File: config.mk
export PLATFORM = sky130hd
export DESIGN_NAME = dsp_madd_sub_iter
export DESIGN_NICKNAME = d
export VERILOG_FILES = /design/src/rtl/dsp_madd_sub_iter.sv
export SDC_FILE = /design/constraint.sdc
export NUM_CORES = 2
export LEC_CHECK = 0
export CORE_MARGIN = 2
export CORE_UTILIZATION = 35
export DETAILED_ROUTE_END_ITERATION = 10
export SLEW_MARGIN = 10
export SYNTH_ARGS = -nofsm -noshare
export SYNTH_HDL_FRONTEND = slang
export SYNTH_SLANG_ARGS = --single-unit
File: constraint.sdc
create_clock -name clock -period 12.8 [get_ports clock]
set_input_delay 2.56 -clock clock [delete_from_list [all_inputs] [get_ports clock]]
set_output_delay 2.56 -clock clock [all_outputs]
set_load 0.03 [all_outputs]
File: src/rtl/dsp_madd_sub_iter.sv
// dsp_madd_sub_iter: iterative signed/unsigned W x W multiply with add, subtract or accumulate,
// retiring STEP multiplier bits per cycle into a 2W+1-bit result register.
module dsp_madd_sub_iter #(
  parameter int W    = 32,
  parameter int STEP = 4
) (
  input  logic           clock,
  input  logic           reset,
  input  logic [W-1:0]   A,
  input  logic [W-1:0]   B,
  input  logic [2*W-1:0] C,
  input  logic           sign,
  input  logic [1:0]     op,
  input  logic           start,
  input  logic           abort,
  output logic           busy,
  output logic           done,
  output logic [2*W:0]   D
);
  localparam int N  = W / STEP;
  localparam int CW = $clog2(N + 1);
  typedef enum logic [1:0] {IDLE, ITER, FINAL} state_t;
  state_t state, state_n;
  logic [CW-1:0]  cnt;
  logic [2*W-1:0] a_sh, acc, cv, prod;
  logic [W-1:0]   b_sh;
  logic           sgn, neg;
  logic [1:0]     opr;
  logic [2*W:0]   pe, ce;
  if (W % STEP != 0) begin : g_bad
    $error("W must be a multiple of STEP");
  end
  always_ff @(posedge clock or posedge reset) begin
    if (reset) state <= IDLE;
    else state <= state_n;
  end
  always_comb begin
    state_n = abort ? IDLE :
              start ? ITER :
              (state == ITER && cnt == CW'(N - 1)) ? FINAL :
              (state == FINAL) ? IDLE : state;
  end
  assign busy = state != IDLE;
  // The iteration runs on magnitudes; the sign is reapplied once at FINAL.
  assign prod = neg ? -acc : acc;
  assign pe   = sgn ? {prod[2*W-1], prod} : {1'b0, prod};
  assign ce   = sgn ? {cv[2*W-1], cv} : {1'b0, cv};
  always_ff @(posedge clock or posedge reset) begin
    if (reset) begin
      a_sh <= '0;
      b_sh <= '0;
      acc  <= '0;
      cv   <= '0;
      cnt  <= '0;
      sgn  <= 1'b0;
      neg  <= 1'b0;
      opr  <= 2'b00;
      done <= 1'b0;
      D    <= '0;
    end else begin
      done <= 1'b0;
      if (start && !abort) begin
        a_sh <= {{W{1'b0}}, (sign && A[W-1]) ? -A : A};
        b_sh <= (sign && B[W-1]) ? -B : B;
        cv   <= (op == 2'b11) ? D[2*W-1:0] : C;
        sgn  <= sign;
        neg  <= sign & (A[W-1] ^ B[W-1]);
        opr  <= op;
        acc  <= '0;
        cnt  <= '0;
      end else if (state == ITER) begin
        acc  <= acc + a_sh * {{(2*W-STEP){1'b0}}, b_sh[STEP-1:0]};
        a_sh <= a_sh << STEP;
        b_sh <= b_sh >> STEP;
        cnt  <= cnt + 1'b1;
      end else if (state == FINAL && !abort) begin
        D    <= (opr == 2'b00) ? pe : (opr == 2'b10) ? ce - pe : ce + pe;
        done <= 1'b1;
      end
    end
  end
endmodule

**Word-level counts from Yosys, hierarchy flattened**

Cells that the tools add are included.

- Mux-type cells: 23
- Multipliers: 1
- $add $sub $neg: 7
- Equal/unequal tests: 5
- Reductions and logical operators: 11
- Bitwise gates (word level): 4

Operators with widths:

| kind | count |
|---|---|
| 64-bit two-way mux | 6 |
| 65-bit two-way mux | 4 |
| 32-bit two-way mux | 4 |
| 65-bit adder | 1 |
| 65-bit subtractor | 1 |
| 64-bit adder | 1 |
| 64-bit by 4-bit multiplier with 64-bit output | 1 |
| 32-bit negator | 2 |
| 64-bit negator | 1 |
| 2-bit two-way mux | 4 |
| 4-bit two-way mux | 2 |
| 2-bit == test (second input constant) | 3 |
| 1-bit logical AND | 5 |
| 4-bit by 1-bit adder with 4-bit output (second input constant) | 1 |
| 4-bit by 3-bit == test with 1-bit output (second input constant) | 1 |
| 2-bit nonzero test | 2 |
| 4-bit nonzero test | 1 |
| 1-bit two-way mux | 3 |
| 3-bit AND reduction | 1 |
| 2-bit by 1-bit == test with 1-bit output (second input constant) | 1 |
| 2-bit logical NOT | 1 |
| 1-bit inverter | 2 |
| 1-bit bitwise AND | 1 |
| 1-bit logical NOT | 1 |
| 1-bit XOR | 1 |

- Output and inout bits: 67
- Logic and storage cells: 62
- Register bits after elaboration: 300
- Input bits: 135

**Longest topological paths before layout**

- Depth after elaboration: 6
- Mapped depth: 29
- Gate-level depth less buffers: 27

**Least setup slack after synthesis**

No wires, ideal clock.

- Path type: register -> register
- Start: register acc[16]
- End: register D[64]
- Data arrival time: 5881 ps
- Clock period less this slack: 5959 ps
- Path buffers: 3
- Data required time: 12723 ps
- Setup slack: 6841 ps
- Cell stages (with the launch flop): 28
- Setup time: 77 ps
- Cell sequence: dfrtp_1 -> buf_6 -> or4_4 -> buf_6 -> nor4_1 -> nor4b_2 -> mux2i_1 -> o311a_1 -> nand4_1 -> or2_1 -> nor3_4 -> nand3_2 -> nand2_1 -> xnor2_1 -> ha_1 -> clkbuf_1 -> nand3_1 -> nor3_1 -> nand2_1 -> nor3_1 -> o311ai_0 -> o211a_1 -> o211a_1 -> o21ai_0 -> o21a_1 -> nor3_1 -> or3b_1 -> a21oi_1

- Cells in the longest elaborated chain, start to end: 6
- Elaborated cells on any way between the ends: 7
- Classes of those cells: 3 x add/sub; 4 x mux

RTL lines:

| what | RTL line | source |
|---|---|---|
| start: declaration | 25 | `logic [2*W-1:0] a_sh, acc, cv, prod;` |
| start signal: assignment | 72 | `acc <= acc + a_sh * {{(2*W-STEP){1'b0}}, b_sh[STEP-1:0]};` |
| 64-bit negator | 45 | `assign prod = neg ? -acc : acc;` |
| 64-bit two-way mux * | 45 |  |
| 65-bit two-way mux * | 46 | `assign pe = sgn ? {prod[2*W-1], prod} : {1'b0, prod};` |
| 65-bit adder or 65-bit subtractor (tied branches) | 77 | `D <= (opr == 2'b00) ? pe : (opr == 2'b10) ? ce - pe : ce + pe;` |
| 65-bit two-way mux | 77 |  |
| 65-bit two-way mux * | 77 |  |
| end signal: assignment | 77 |  |
| end: declaration | 18 | `output logic [2*W:0] D` |

Mark *: on every way between the ends. The rest lies on a longest branch, timed or not.
A chain may end at the register's enable or synchronous reset.

**Final worst setup path**

- Start: register acc[2]
- End: register D[64]

Same word-level chain as after synthesis.

==> impl_metrics.py <==
metrics = {
    "outcome": {
        "outcome": "complete, no violations",
    },
    "timing": {
        "timing.slew.headroom_pct": 34.1,
        "setup_viol_count_final": 0,
        "fin_crit_ps": 7200,
        "fmax_mhz": 139,
        "setup_tns_ps": 0,
        "fin_crit_sh_pct": 56.2,
        "rsz0062_at_grt": "no",
        "worst_pin_slew_ps": 986,
        "skew_ps": 31.2,
        "hold_violations": 0,
        "drv_slew": 0,
        "finalHoldWorstSlack_ps": 485,
    },
    "yosys": {
        "synthArstFlopShare_pct": 100,
        "syn_nets": 4240,
        "synth-main-ff-cell": "dfrtp_1",
        "netlist_area_mm2": 0.0302,
        "synth_cell_types": 92,
        "syn_inst": 3786,
        "seq_area_frac_synth_pct": 24.9,
        "ys_ff_latch": 300,
        "yosysWarnings": 0,
        "avgSynthCellArea_um2": 7.98,
        "synth_edf_count": 0,
    },
    "global_route": {
        "grt_use_met2_pct": 29.7,
        "grt_pass1_wl_um": 143000,
        "grt_pass1_vias": 25700,
        "antenna_found_initial": 11,
        "met1_usage_pct": 29.3,
        "grtUsageTotal_pct": 19.7,
        "grt.met3_usage_pct": 2.92,
        "grt_busiest_layer": "met2",
        "grt_max_degree": 127,
        "grt_overflow": 0,
    },
    "power": {
        "power_density_mw_per_mm2": 220,
        "power_w": 0.00756,
        "vdd_drop_max_v": 0.000127,
        "leakage_nw": 15.6,
    },
    "clock_network": {
        "ctsHtreeMaxLevel": 2,
        "clk_pin_slew_ps": 60,
        "post-cts-setup-buffer-count": 0,
        "cts_tree": "yes",
        "cts-root-buf": "clkbuf_16",
        "clockBufferDepth": 3,
        "clock-sinks": 300,
        "cts.repair.resized": 0,
        "clk_latency_ps": 580,
        "cts_inserted_buffers": 39,
        "ctsHoldBuffers": 0,
    },
    "floorplan": {
        "core_mm2": 0.0853,
        "chipWidth_um": 298,
        "rows": 107,
        "pin_count": 202,
        "start_util_pct": 35.4,
        "dieArea_mm2": 0.0887,
        "die_h_um": 298,
    },
    "place": {
        "place.gp.congestion": 0.946,
        "dpl.cell_count": 4926,
        "numPortBuffers": 201,
        "dpl.hpwl_um": 67000,
    },
    "routing": {
        "first_pass_iters": 5,
        "drc_errors": 0,
        "drt_iter0_markers": 2201,
        "antenna_left": 0,
        "num_vias": 26400,
        "wl_um": 87800,
        "vias_per_cell": 5.28,
        "wl_per_cell_um": 17.5,
    },
    "setup_path": {
        "rr_worst_depth": 24,
        "cp-start-kind": "flip-flop",
        "r2r_setup_slack_ps": 5600,
        "r2r-end": "D[64]$_DFFE_PP0P_",
        "critPathRequiredTime_ps": 13310,
        "cp_max_fo": 20,
        "crit_arrival_ps": 7710,
        "endpoint_kind": "flip-flop",
        "path_class": "flip-flop to flip-flop",
        "rr_startpoint": "acc[2]$_DFFE_PP0N_",
    },
    "finish": {
        "final_cells": 5001,
        "syn_to_final_growth_pct": 13.9,
        "drive_gt1_share_pct": 3.89,
        "nFillCells": 8756,
        "fin_nets": 4277,
    },
    "hold_path": {
        "min_to": "b_sh[30]$_DFFE_PP0N_",
        "holdCritStartpoint": "b_sh[30]$_DFFE_PP0N_",
        "min_path_cells": 2,
        "hold_path.class": "flip-flop to flip-flop",
    },
    "flow_run": {
        "max-cap-violations": 0,
    },
}
==> cells by family (layout without fill, tap and decap cells) <==
family	count (synthesis)	in the layout	share of synthesized area, %
buf+inv	416	483	5.30
xor+xnor	292	292	8.59
flops	300	300	24.9
other cells	0	4	0
compound gates	953	953	19.4
fa+ha+maj	319	319	17.8
simple gates	1431	1431	21.6
mux	75	75	2.49
==> report_power, final <==
part / leakage (nW) / internal (W) / switching [W]
Clock: 0.683 / 0.000738 / 0.000476
Combinational: 11.0 / 0.00201 / 0.00298
Sequential: 3.89 / 0.00109 / 0.000270
Total: 15.6 / 0.00384 / 0.00373
==> cell usage in the layout (no fill, tap or decap), types with 10 or more instances in the layout <==
| master | count |
|---|---|
| nor2b_1 | 27 |
| xor2_1 | 129 |
| or3_1 | 30 |
| ha_1 | 136 |
| o31ai_1 | 35 |
| nor4_1 | 22 |
| xnor2_1 | 158 |
| a21o_1 | 73 |
| or4_1 | 17 |
| o21ai_0 | 266 |
| mux2i_1 | 73 |
| nor2_1 | 249 |
| nand3_1 | 48 |
| and3_1 | 22 |
| o21bai_1 | 21 |
| inv_1 | 188 |
| a211oi_1 | 20 |
| o211ai_1 | 13 |
| clkbuf_16 | 40 |
| o21a_1 | 22 |
| fa_1 | 183 |
| clkdlybuf4s50_1 | 201 |
| a21boi_0 | 10 |
| and2_1 | 84 |
| nand4_1 | 40 |
| a31oi_1 | 92 |
| nand2b_1 | 18 |
| buf_4 | 21 |
| nand2_1 | 756 |
| nor3_1 | 50 |
| o41ai_1 | 22 |
| a21oi_1 | 291 |
| dfrtp_1 | 295 |
==> worst max-delay path, cell delays in order, from the launching register on <==
cell,delay (ps)
dfrtp_1,480
or3_1,470
nor3_2,420
nand4_1,890
a21oi_2,500
o311a_1,280
nand4_1,210
or2_1,350
nor3_4,290
nand3_2,250
nand2_1,150
xnor2_1,70
ha_1,470
nand3_1,130
nor3_1,420
nand2_1,110
nor3_1,170
o311ai_0,140
o211a_1,250
o211a_1,250
o21ai_0,170
o21a_1,150
nor3_1,40
or3b_1,350
a21oi_1,130
==> cell type report <==
type	instances	area [um2]	area share, %
antenna	4	10.0	0.0291
inverter	189	717	2.08
sequential	300	7510	21.8
timing repair buffer	223	2190	6.36
clock buffer	52	1120	3.24
tap	1144	1430	4.16
multi-input combinational	3070	21100	61.5
clock inverter	19	280	0.815
==> registers in the layout, summed over array words and instances, names as in the netlist <==
name / cells
state: 2
done: 1
b_sh: 32
acc: 64
sgn: 1
cv: 64
cnt: 4
a_sh: 64
opr: 2
neg: 1
D: 65
==> worst max-delay path by stage <==
stage	start	endpoint	slack, ps	cells past startpoint
3_3_place_gp	acc[2]$_DFFE_PP0N_	D[64]$_DFFE_PP0P_	5660	24
4_1_cts	acc[2]$_DFFE_PP0N_	D[64]$_DFFE_PP0P_	5620	24
3_5_place_dp	acc[2]$_DFFE_PP0N_	D[64]$_DFFE_PP0P_	5610	24
6_report	acc[2]$_DFFE_PP0N_	D[64]$_DFFE_PP0P_	5600	24
2_1_floorplan	reset	D[0]$_DFFE_PP0P_	1950	1
5_1_grt	acc[2]$_DFFE_PP0N_	D[64]$_DFFE_PP0P_	4930	24
==> synthesized netlist by cell type (13+ instances only) <==
cell	instances	area [um2]
o21bai_1	21	158
nand3_1	48	240
buf_1	16	60.1
nand2b_1	20	125
a211oi_1	20	150
a21oi_1	291	1460
o21ai_0	266	1330
a31oi_1	92	576
or4_1	17	128
dfrtp_1	300	7510
and2_1	84	526
fa_1	183	3660
o41ai_1	22	193
xor2_1	129	1130
nand4_1	40	250
inv_1	189	709
clkbuf_1	197	739
and3_1	22	138
ha_1	136	1700
nand2_1	757	2840
nor2b_1	30	188
nor4_1	22	138
o211ai_1	13	97.6
xnor2_1	158	1380
nor3_1	50	250
a21o_1	73	548
mux2i_1	73	731
or3_1	30	188
o21a_1	22	165
nor2_1	250	938
o31ai_1	35	263
==> per-stage QoR <==
step,instance area [um2],utilization (%),worst slack [ps]
2_1_floorplan,30200,-,1950
3_3_place_gp,33000,38.7,5660
3_5_place_dp,33000,38.7,5610
4_1_cts,34400,40.3,5620
5_1_grt,34400,40.3,4930
6_report,34400,40.3,5600
==> layer usage <==
| layer | part of all wire [%] | wire, um |
|---|---|---|
| met1 | 50 | 44100 |
| met4 | 2.2 | 1960 |
| met3 | 5.1 | 4460 |
| met2 | 42 | 37100 |
| met5 | 0.12 | 103 |
Power figures use the tool's default switching activity.
